$ cat config.mk
export PLATFORM = sky130hd
export DESIGN_NAME = game_flow_controller_flat
export DESIGN_NICKNAME = d
export VERILOG_FILES = /design/src/rtl/game_flow_controller_pkg.sv /design/src/rtl/game_flow_controller_if.sv /design/src/rtl/game_flow_controller_bcd_score_counter.sv /design/src/rtl/game_flow_controller.sv /design/src/flat_wrapper.sv
export SDC_FILE = /design/constraint.sdc
export NUM_CORES = 1
export LEC_CHECK = 0
export ABC_AREA = 1
export CAP_MARGIN = 40
export CORE_MARGIN = 1
export CORE_UTILIZATION = 34
export CTS_CLUSTER_SIZE = 10
export DETAILED_ROUTE_END_ITERATION = 12
export GPL_TIMING_DRIVEN = 0
export MAX_ROUTING_LAYER = met4
export PLACE_DENSITY_LB_ADDON = 0.12
export SYNTH_ARGS = -nofsm -noshare
export SYNTH_HDL_FRONTEND = slang
export SYNTH_SLANG_ARGS = --single-unit
$ cat constraint.sdc
create_clock -name clk -period 3.56 [get_ports clk]
set_input_delay 0.356 -clock clk [delete_from_list [all_inputs] [get_ports clk]]
set_output_delay 0.356 -clock clk [all_outputs]
set_load 0.01 [all_outputs]
$ cat src/rtl/game_flow_controller_pkg.sv
// Shared definitions for the round sequencer and the downstream score renderer.
// Holds the state encoding and the BCD score geometry.
package game_flow_controller_pkg;

  localparam int DIGIT_W    = 4;
  localparam int SCORE_W    = 16;
  localparam int NUM_DIGITS = SCORE_W / DIGIT_W;

  typedef enum logic [1:0] {
    IDLE      = 2'd0,
    COUNTDOWN = 2'd1,
    PLAYING   = 2'd2,
    GAME_OVER = 2'd3
  } state_e;

endpackage

$ cat src/rtl/game_flow_controller_if.sv
// Signal bundle between the game datapath (master side) and the round sequencer (slave side).
// The master drives ticks, keys and detector results; the slave returns round status.
interface game_flow_controller_if;
  import game_flow_controller_pkg::*;

  logic               game_en;
  logic               start_n;
  logic               collision;
  logic               obstacle_missed;
  logic [9:0]         player_height;
  logic               play_en;
  state_e             state;
  logic [3:0]         countdown;
  logic [SCORE_W-1:0] score_bcd;
  logic [1:0]         lives;
  logic               win;

  modport master (
    output game_en, start_n, collision, obstacle_missed, player_height,
    input  play_en, state, countdown, score_bcd, lives, win
  );

  modport slave (
    input  game_en, start_n, collision, obstacle_missed, player_height,
    output play_en, state, countdown, score_bcd, lives, win
  );

endinterface

$ cat src/rtl/game_flow_controller_bcd_score_counter.sv
// Four-digit BCD up-counter with synchronous clear, saturating at 9999.
// Each digit wraps 9->0 and passes a carry to the next more significant digit.
module bcd_score_counter
  import game_flow_controller_pkg::*;
(
  input  logic               clk,
  input  logic               rst,
  input  logic               i_clear,
  input  logic               i_inc,
  output logic [SCORE_W-1:0] o_value
);

  logic [SCORE_W-1:0] r_value;
  logic [SCORE_W-1:0] w_value_next;
  logic               w_carry;
  logic               w_saturated;

  assign w_saturated = (r_value == 16'h9999);

  // NOTE: always_comb gives every output a default before any branch, so no path
  // leaves a signal unassigned and no latch is inferred.
  always_comb begin
    w_value_next = r_value;
    w_carry      = i_inc && !w_saturated;
    for (int d = 0; d < NUM_DIGITS; d++) begin
      if (w_carry) begin
        if (r_value[d*DIGIT_W +: DIGIT_W] == 4'd9) begin
          w_value_next[d*DIGIT_W +: DIGIT_W] = 4'd0;
        end else begin
          w_value_next[d*DIGIT_W +: DIGIT_W] = r_value[d*DIGIT_W +: DIGIT_W] + 4'd1;
          w_carry = 1'b0;
        end
      end
    end
    if (i_clear) w_value_next = '0;
  end

  // NOTE: sequential state uses non-blocking assignments so every flop samples
  // pre-edge values regardless of block ordering.
  always_ff @(posedge clk or posedge rst) begin
    if (rst) r_value <= '0;
    else     r_value <= w_value_next;
  end

  assign o_value = r_value;

endmodule

$ cat src/rtl/game_flow_controller.sv
// Round sequencer: IDLE -> COUNTDOWN -> PLAYING -> GAME_OVER, with BCD scoring,
// lives tracking and a game tick gated to live play.
module game_flow_controller
  import game_flow_controller_pkg::*;
#(
  parameter logic [9:0] WIN_HEIGHT    = 10'd300,
  parameter logic [1:0] START_LIVES   = 2'd3,
  parameter logic [3:0] COUNT_SECONDS = 4'd3,
  parameter logic [7:0] TICKS_PER_SEC = 8'd60
) (
  input  logic                  clk,
  input  logic                  rst,
  game_flow_controller_if.slave bus
);

  logic   r_start_meta, r_start_sync, r_start_prev;
  logic   r_collision_q;
  state_e r_state, w_state_next;
  logic [3:0] r_countdown, w_countdown_next;
  logic [7:0] r_tick_cnt,  w_tick_next;
  logic [1:0] r_lives,     w_lives_next;
  logic   r_win, w_win_next;
  logic   w_press, w_col_edge, w_score_clear, w_score_inc;

  // start_n is asynchronous; two flops for metastability, a third for edge detect.
  always_ff @(posedge clk or posedge rst) begin
    if (rst) begin
      r_start_meta  <= 1'b1;
      r_start_sync  <= 1'b1;
      r_start_prev  <= 1'b1;
      r_collision_q <= 1'b0;
    end else begin
      r_start_meta  <= bus.start_n;
      r_start_sync  <= r_start_meta;
      r_start_prev  <= r_start_sync;
      r_collision_q <= bus.collision;
    end
  end

  assign w_press    = r_start_prev & ~r_start_sync;
  assign w_col_edge = bus.collision & ~r_collision_q;

  always_ff @(posedge clk or posedge rst) begin
    if (rst) begin
      r_state     <= IDLE;
      r_countdown <= 4'd0;
      r_tick_cnt  <= 8'd0;
      r_lives     <= 2'd0;
      r_win       <= 1'b0;
    end else begin
      r_state     <= w_state_next;
      r_countdown <= w_countdown_next;
      r_tick_cnt  <= w_tick_next;
      r_lives     <= w_lives_next;
      r_win       <= w_win_next;
    end
  end

  always_comb begin
    w_state_next     = r_state;
    w_countdown_next = r_countdown;
    w_tick_next      = r_tick_cnt;
    w_lives_next     = r_lives;
    w_win_next       = r_win;
    w_score_clear    = 1'b0;
    w_score_inc      = 1'b0;
    unique case (r_state)
      IDLE, GAME_OVER: begin
        if (w_press) begin
          w_state_next     = COUNTDOWN;
          w_countdown_next = COUNT_SECONDS;
          w_tick_next      = 8'd0;
          w_lives_next     = START_LIVES;
          w_win_next       = 1'b0;
          w_score_clear    = 1'b1;
        end
      end
      COUNTDOWN: begin
        if (bus.game_en) begin
          if (r_tick_cnt == TICKS_PER_SEC - 8'd1) begin
            w_tick_next = 8'd0;
            if (r_countdown == 4'd1) begin
              w_state_next     = PLAYING;
              w_countdown_next = 4'd0;
            end else begin
              w_countdown_next = r_countdown - 4'd1;
            end
          end else begin
            w_tick_next = r_tick_cnt + 8'd1;
          end
        end
      end
      PLAYING: begin
        w_score_inc = w_col_edge;
        if (bus.obstacle_missed && r_lives != 2'd0) w_lives_next = r_lives - 2'd1;
        // A height win outranks running out of lives in the same cycle.
        if (bus.player_height >= WIN_HEIGHT) begin
          w_state_next = GAME_OVER;
          w_win_next   = 1'b1;
        end else if (bus.obstacle_missed && r_lives == 2'd1) begin
          w_state_next = GAME_OVER;
          w_win_next   = 1'b0;
        end
      end
      default: ;
    endcase
  end

  bcd_score_counter u_score (
    .clk     (clk),
    .rst     (rst),
    .i_clear (w_score_clear),
    .i_inc   (w_score_inc),
    .o_value (bus.score_bcd)
  );

  assign bus.play_en   = bus.game_en & (r_state == PLAYING);
  assign bus.state     = r_state;
  assign bus.countdown = r_countdown;
  assign bus.lives     = r_lives;
  assign bus.win       = r_win;

endmodule

$ cat src/flat_wrapper.sv
// flat-port wrapper written by rule: the top's interface ports become plain ports
module game_flow_controller_flat import game_flow_controller_pkg::*;
#(
  parameter logic [9:0] WIN_HEIGHT    = 10'd300,
  parameter logic [1:0] START_LIVES   = 2'd3,
  parameter logic [3:0] COUNT_SECONDS = 4'd3,
  parameter logic [7:0] TICKS_PER_SEC = 8'd60
)
  (clk, rst, bus_game_en, bus_start_n, bus_collision, bus_obstacle_missed, bus_player_height, bus_play_en, bus_state, bus_countdown, bus_score_bcd, bus_lives, bus_win);
  game_flow_controller_if bus_i ();
  input  logic clk;
  input  logic rst;
  input wire logic [$bits(bus_i.game_en)-1:0] bus_game_en;
  input wire logic [$bits(bus_i.start_n)-1:0] bus_start_n;
  input wire logic [$bits(bus_i.collision)-1:0] bus_collision;
  input wire logic [$bits(bus_i.obstacle_missed)-1:0] bus_obstacle_missed;
  input wire logic [$bits(bus_i.player_height)-1:0] bus_player_height;
  output wire logic [$bits(bus_i.play_en)-1:0] bus_play_en;
  output wire logic [$bits(bus_i.state)-1:0] bus_state;
  output wire logic [$bits(bus_i.countdown)-1:0] bus_countdown;
  output wire logic [$bits(bus_i.score_bcd)-1:0] bus_score_bcd;
  output wire logic [$bits(bus_i.lives)-1:0] bus_lives;
  output wire logic [$bits(bus_i.win)-1:0] bus_win;
  assign bus_i.game_en = bus_game_en;
  assign bus_i.start_n = bus_start_n;
  assign bus_i.collision = bus_collision;
  assign bus_i.obstacle_missed = bus_obstacle_missed;
  assign bus_i.player_height = bus_player_height;
  assign bus_play_en = bus_i.play_en;
  assign bus_state = bus_i.state;
  assign bus_countdown = bus_i.countdown;
  assign bus_score_bcd = bus_i.score_bcd;
  assign bus_lives = bus_i.lives;
  assign bus_win = bus_i.win;
  game_flow_controller #(.WIN_HEIGHT(WIN_HEIGHT), .START_LIVES(START_LIVES), .COUNT_SECONDS(COUNT_SECONDS), .TICKS_PER_SEC(TICKS_PER_SEC)) u_core (.clk(clk), .rst(rst), .bus(bus_i));
endmodule
==> out/metrics.yaml, run 1 <==
fin_skew_ns: 0.004875
drc: 2
p_per_area_nw_per_um2: 700.6
crit_fanout: 5
syn_area_per_cell_sq_um: 7.803
grt_usage: 0.1538
cts-root-buf: "clkbuf_8"
cp-start-kind: "flop"
ant_nets: 0
postCtsHoldBufs: 0
fin_crit_ns: 2.064
antenna_found_initial: 0
critPathCaptureType: "output port"
fillCellCount: 635
grt_pass1_vias: 1836
cp-endpoint: "bus_play_en"
viasPerCell: 4.719
cts.sinks: 37
fin_cells: 417
first_iter_violations: 60
multi_input_area_sq_um: 1180
clk_pin_slew_ns: 0.07
cts_max_level: 2
cts_buffers: 5
status: "complete, but fails checks"
synthCells: 292
yosysSeqAreaShare: 0.4080
cts_resized: 0
syn-num-nets: 324
drive_gt1_frac: 0.1000
final_core_util: 0.4506
reg2reg_to: "u_core.u_score.o_value[9]$_DFFE_PP0P_"
setup_tns_ns: 0
antenna_cells: 0
routabilityCongestion: 0.7580
via_count: 1968
die_h_um: 83.86
cp.depth: 5
fp-row-count: 29
cts_tree: "built"
wire_per_inst_um: 11.64
relSlewSlack: 0.7143
ys_ff_latch: 37
critPathMaxStageDelay_ns: 0.53
r2r_start: "u_core.bus.state[0]$_DFFE_PP0P_"
grt_overflow_total: 0
crit_buf_inv: 3
die_area_sq_um: 7033
slew_violations: 0
grt_pass1_wl_um: 8535
routed_wl_um: 4855
die_x_um: 83.86
postCtsSetupBuffers: 0
power_leakage_nw: 1.419
dr.pass1.iters: 8
area_delta_synth_final_pct: 27.02
setup_viol: 0
crit_slowest_cell: "clkdlybuf4s50_1"
clockBufferDepth: 2
hp-class: "flop to flop"
ff2ff_setup_slack_ns: 1.76
cpLargestDelayFamily: "buffers and inverters"
drv_cap: 0
failed_checks: "DRC"
crit_type: "flop to output port"
layout.area.seq_sq_um: 929.6
synth_warnings: 0
reg2reg_depth: 9
synthesis.area_sq_um: 2278
critPathArrivalTime_ns: 1.71
crit_chain: "inv_1 > ha_1 > nand2_1 > inv_1 > clkdlybuf4s50_1"
path_common_cell: "inv_1"
hold_viol: 0
yosysUniqueCellTypes: 29
irDropWorstVdd_mv: 0.2621
core_area_sq_um: 6422
critPathRequiredTime_ns: 3.20
grt_max_degree: 22
floorplan.initialDensity: 0.3548
clk_latency_ns: 0.29
finalCritPeriodShare: 0.5798
clock.fmax_mhz: 484.5
worstMarginPinSlew_ns: 0.4279
finish.net_count: 371
ios: 42
rsz0062_at_grt: "false"
hpwl_um: 3547
placed_cells: 409
placement.io_buffers: 39
crit_path_start: "u_core.bus.state[0]$_DFFE_PP0P_"
## cells by family after synthesis
group | synth area share
flip-flops | 0.4080
AO/OA/AOI/OAI | 0.06590
adder cells (fa/ha/maj) | 0.08786
XOR/XNOR | 0.03844
AND/OR/NAND/NOR | 0.3256
buffers and inverters | 0.07413
## routing by layer
| layer | vias to the layer above | wire length [um] | GRT usage |
|---|---|---|---|
| met3 | 5 | 155 | 0.03462 |
| met2 | 31 | 2221 | 0.2474 |
| met4 | 0 | 42 | 0.03292 |
| met1 | 898 | 2436 | 0.1988 |
| met5 | - | 0 | - |
| li1 | 1034 | - | - |
## worst reg2reg max path, cell delays in order (launching register included)
cell,delay [ns]
dfrtp_1,0.43
inv_1,0.06
ha_1,0.32
inv_1,0.12
nor2_1,0.07
inv_1,0.23
nand2_1,0.21
nor2_1,0.13
nand2_1,0.07
o21ai_0,0.07
## power by group
group          internal, mW  switching [mW]  total, mW
Sequential            0.532           0.127      0.659
Clock                 0.175           0.155      0.331
Combinational         0.452           0.585       1.04
## worst min-delay path by stage
stage	from	endpoint	slack, ns	depth (start not counted)
floorplan	u_core.r_start_meta$_DFF_PP1_	u_core.r_start_sync$_DFF_PP1_	0.35	0
finish	u_core.r_start_meta$_DFF_PP1_	u_core.r_start_sync$_DFF_PP1_	0.36	0
global placement	u_core.r_start_meta$_DFF_PP1_	u_core.r_start_sync$_DFF_PP1_	0.35	0
detailed placement	u_core.r_start_meta$_DFF_PP1_	u_core.r_start_sync$_DFF_PP1_	0.35	0
global route	u_core.r_start_meta$_DFF_PP1_	u_core.r_start_sync$_DFF_PP1_	0.37	0
CTS	u_core.r_start_meta$_DFF_PP1_	u_core.r_start_sync$_DFF_PP1_	0.36	0
## cell usage after synthesis (all sizes together)
cell,number,area (sq um)
dfstp,3,78.83
xor2,5,43.79
a22oi,1,7.510
clkinv,1,8.760
nor3,9,45.04
buf,2,10.01
nand4,3,18.77
nand3b,1,7.510
xnor2,5,43.79
inv,40,150.1
a21boi,1,7.510
nor2,28,127.6
nor3b,1,18.77
nand3,37,195.2
nand2,80,322.8
nor4,1,6.260
dfrtp,34,850.8
a21oi,7,35.03
ha,16,200.2
o21ai,17,100.1
## cells in the final DEF, fill, tap and decap left out, drive strengths merged
| cell | synthesis | layout |
|---|---|---|
| nor2 | 28 | 28 |
| dfrtp | 34 | 34 |
| nor3b | 1 | 1 |
| dfstp | 3 | 3 |
| o21ai | 17 | 17 |
| nor4 | 1 | 1 |
| clkdlybuf4s50 | 0 | 39 |
| nand4 | 3 | 3 |
| a21boi | 1 | 1 |
| nor3 | 9 | 9 |
| nand3 | 37 | 37 |
| clkinv | 1 | 2 |
| buf | 2 | 3 |
| xnor2 | 5 | 5 |
| nand2 | 80 | 80 |
| a22oi | 1 | 1 |
| xor2 | 5 | 5 |
| clkbuf | 0 | 7 |
| a21oi | 7 | 7 |
| inv | 40 | 40 |
| nand3b | 1 | 1 |
| ha | 16 | 16 |
## cell type report
cell class | instances | area share
Timing Repair Buffer | 40 | 0.1444
Tap cell | 77 | 0.03329
Inverter | 41 | 0.05491
Clock buffer | 7 | 0.03329
Buffer | 2 | 0.003459
Multi-Input combinational cell | 212 | 0.4077
Sequential cell | 37 | 0.3212
Clock inverter | 1 | 0.001729
## through the flow
step | setup slack [ns] | instance area [sq um] | hold WS (ns) | power [mW]
2_1_floorplan | 1.994 | 2278 | 0.3452 | 1.349
3_3_place_gp | 1.388 | 2765 | 0.3468 | 1.709
3_5_place_dp | 1.666 | 2793 | 0.3487 | 1.720
4_1_cts | 1.469 | 2894 | 0.3601 | 2.059
5_1_grt | 1.379 | 2894 | 0.3669 | 2.235
6_report | 1.496 | 2894 | 0.3612 | 2.027
## flip-flops by register name, summed over array words and instances, names as in the netlist
signal                  count
u_core.u_score.o_value     16
u_core.r_tick_cnt           8
u_core.bus.countdown        4
u_core.bus.lives            2
u_core.bus.state            2
u_core.bus.win              1
u_core.r_collision_q        1
u_core.r_start_meta         1
u_core.r_start_prev         1
u_core.r_start_sync         1
(Power assumes the default switching activity.)
==> run 2: changes to the inputs <==
- clock period: 3.56 -> 2.1 ns (I/O delays scaled with it)
==> results of run 2 <==
Same layout as run 1 (identical final DEF). Status: complete, but fails checks: DRC.
Among the figures that moved: setup slack after placement 1.666 ns -> 0.3124 ns; setup slack after layout 1.496 ns -> 0.1821 ns; hold slack 0.3612 ns -> 0.2324 ns; register-to-register setup slack 1.76 ns -> 0.30 ns; total power 2.027 mW -> 3.437 mW; worst IR drop on VDD 0.2621 mV -> 0.4444 mV
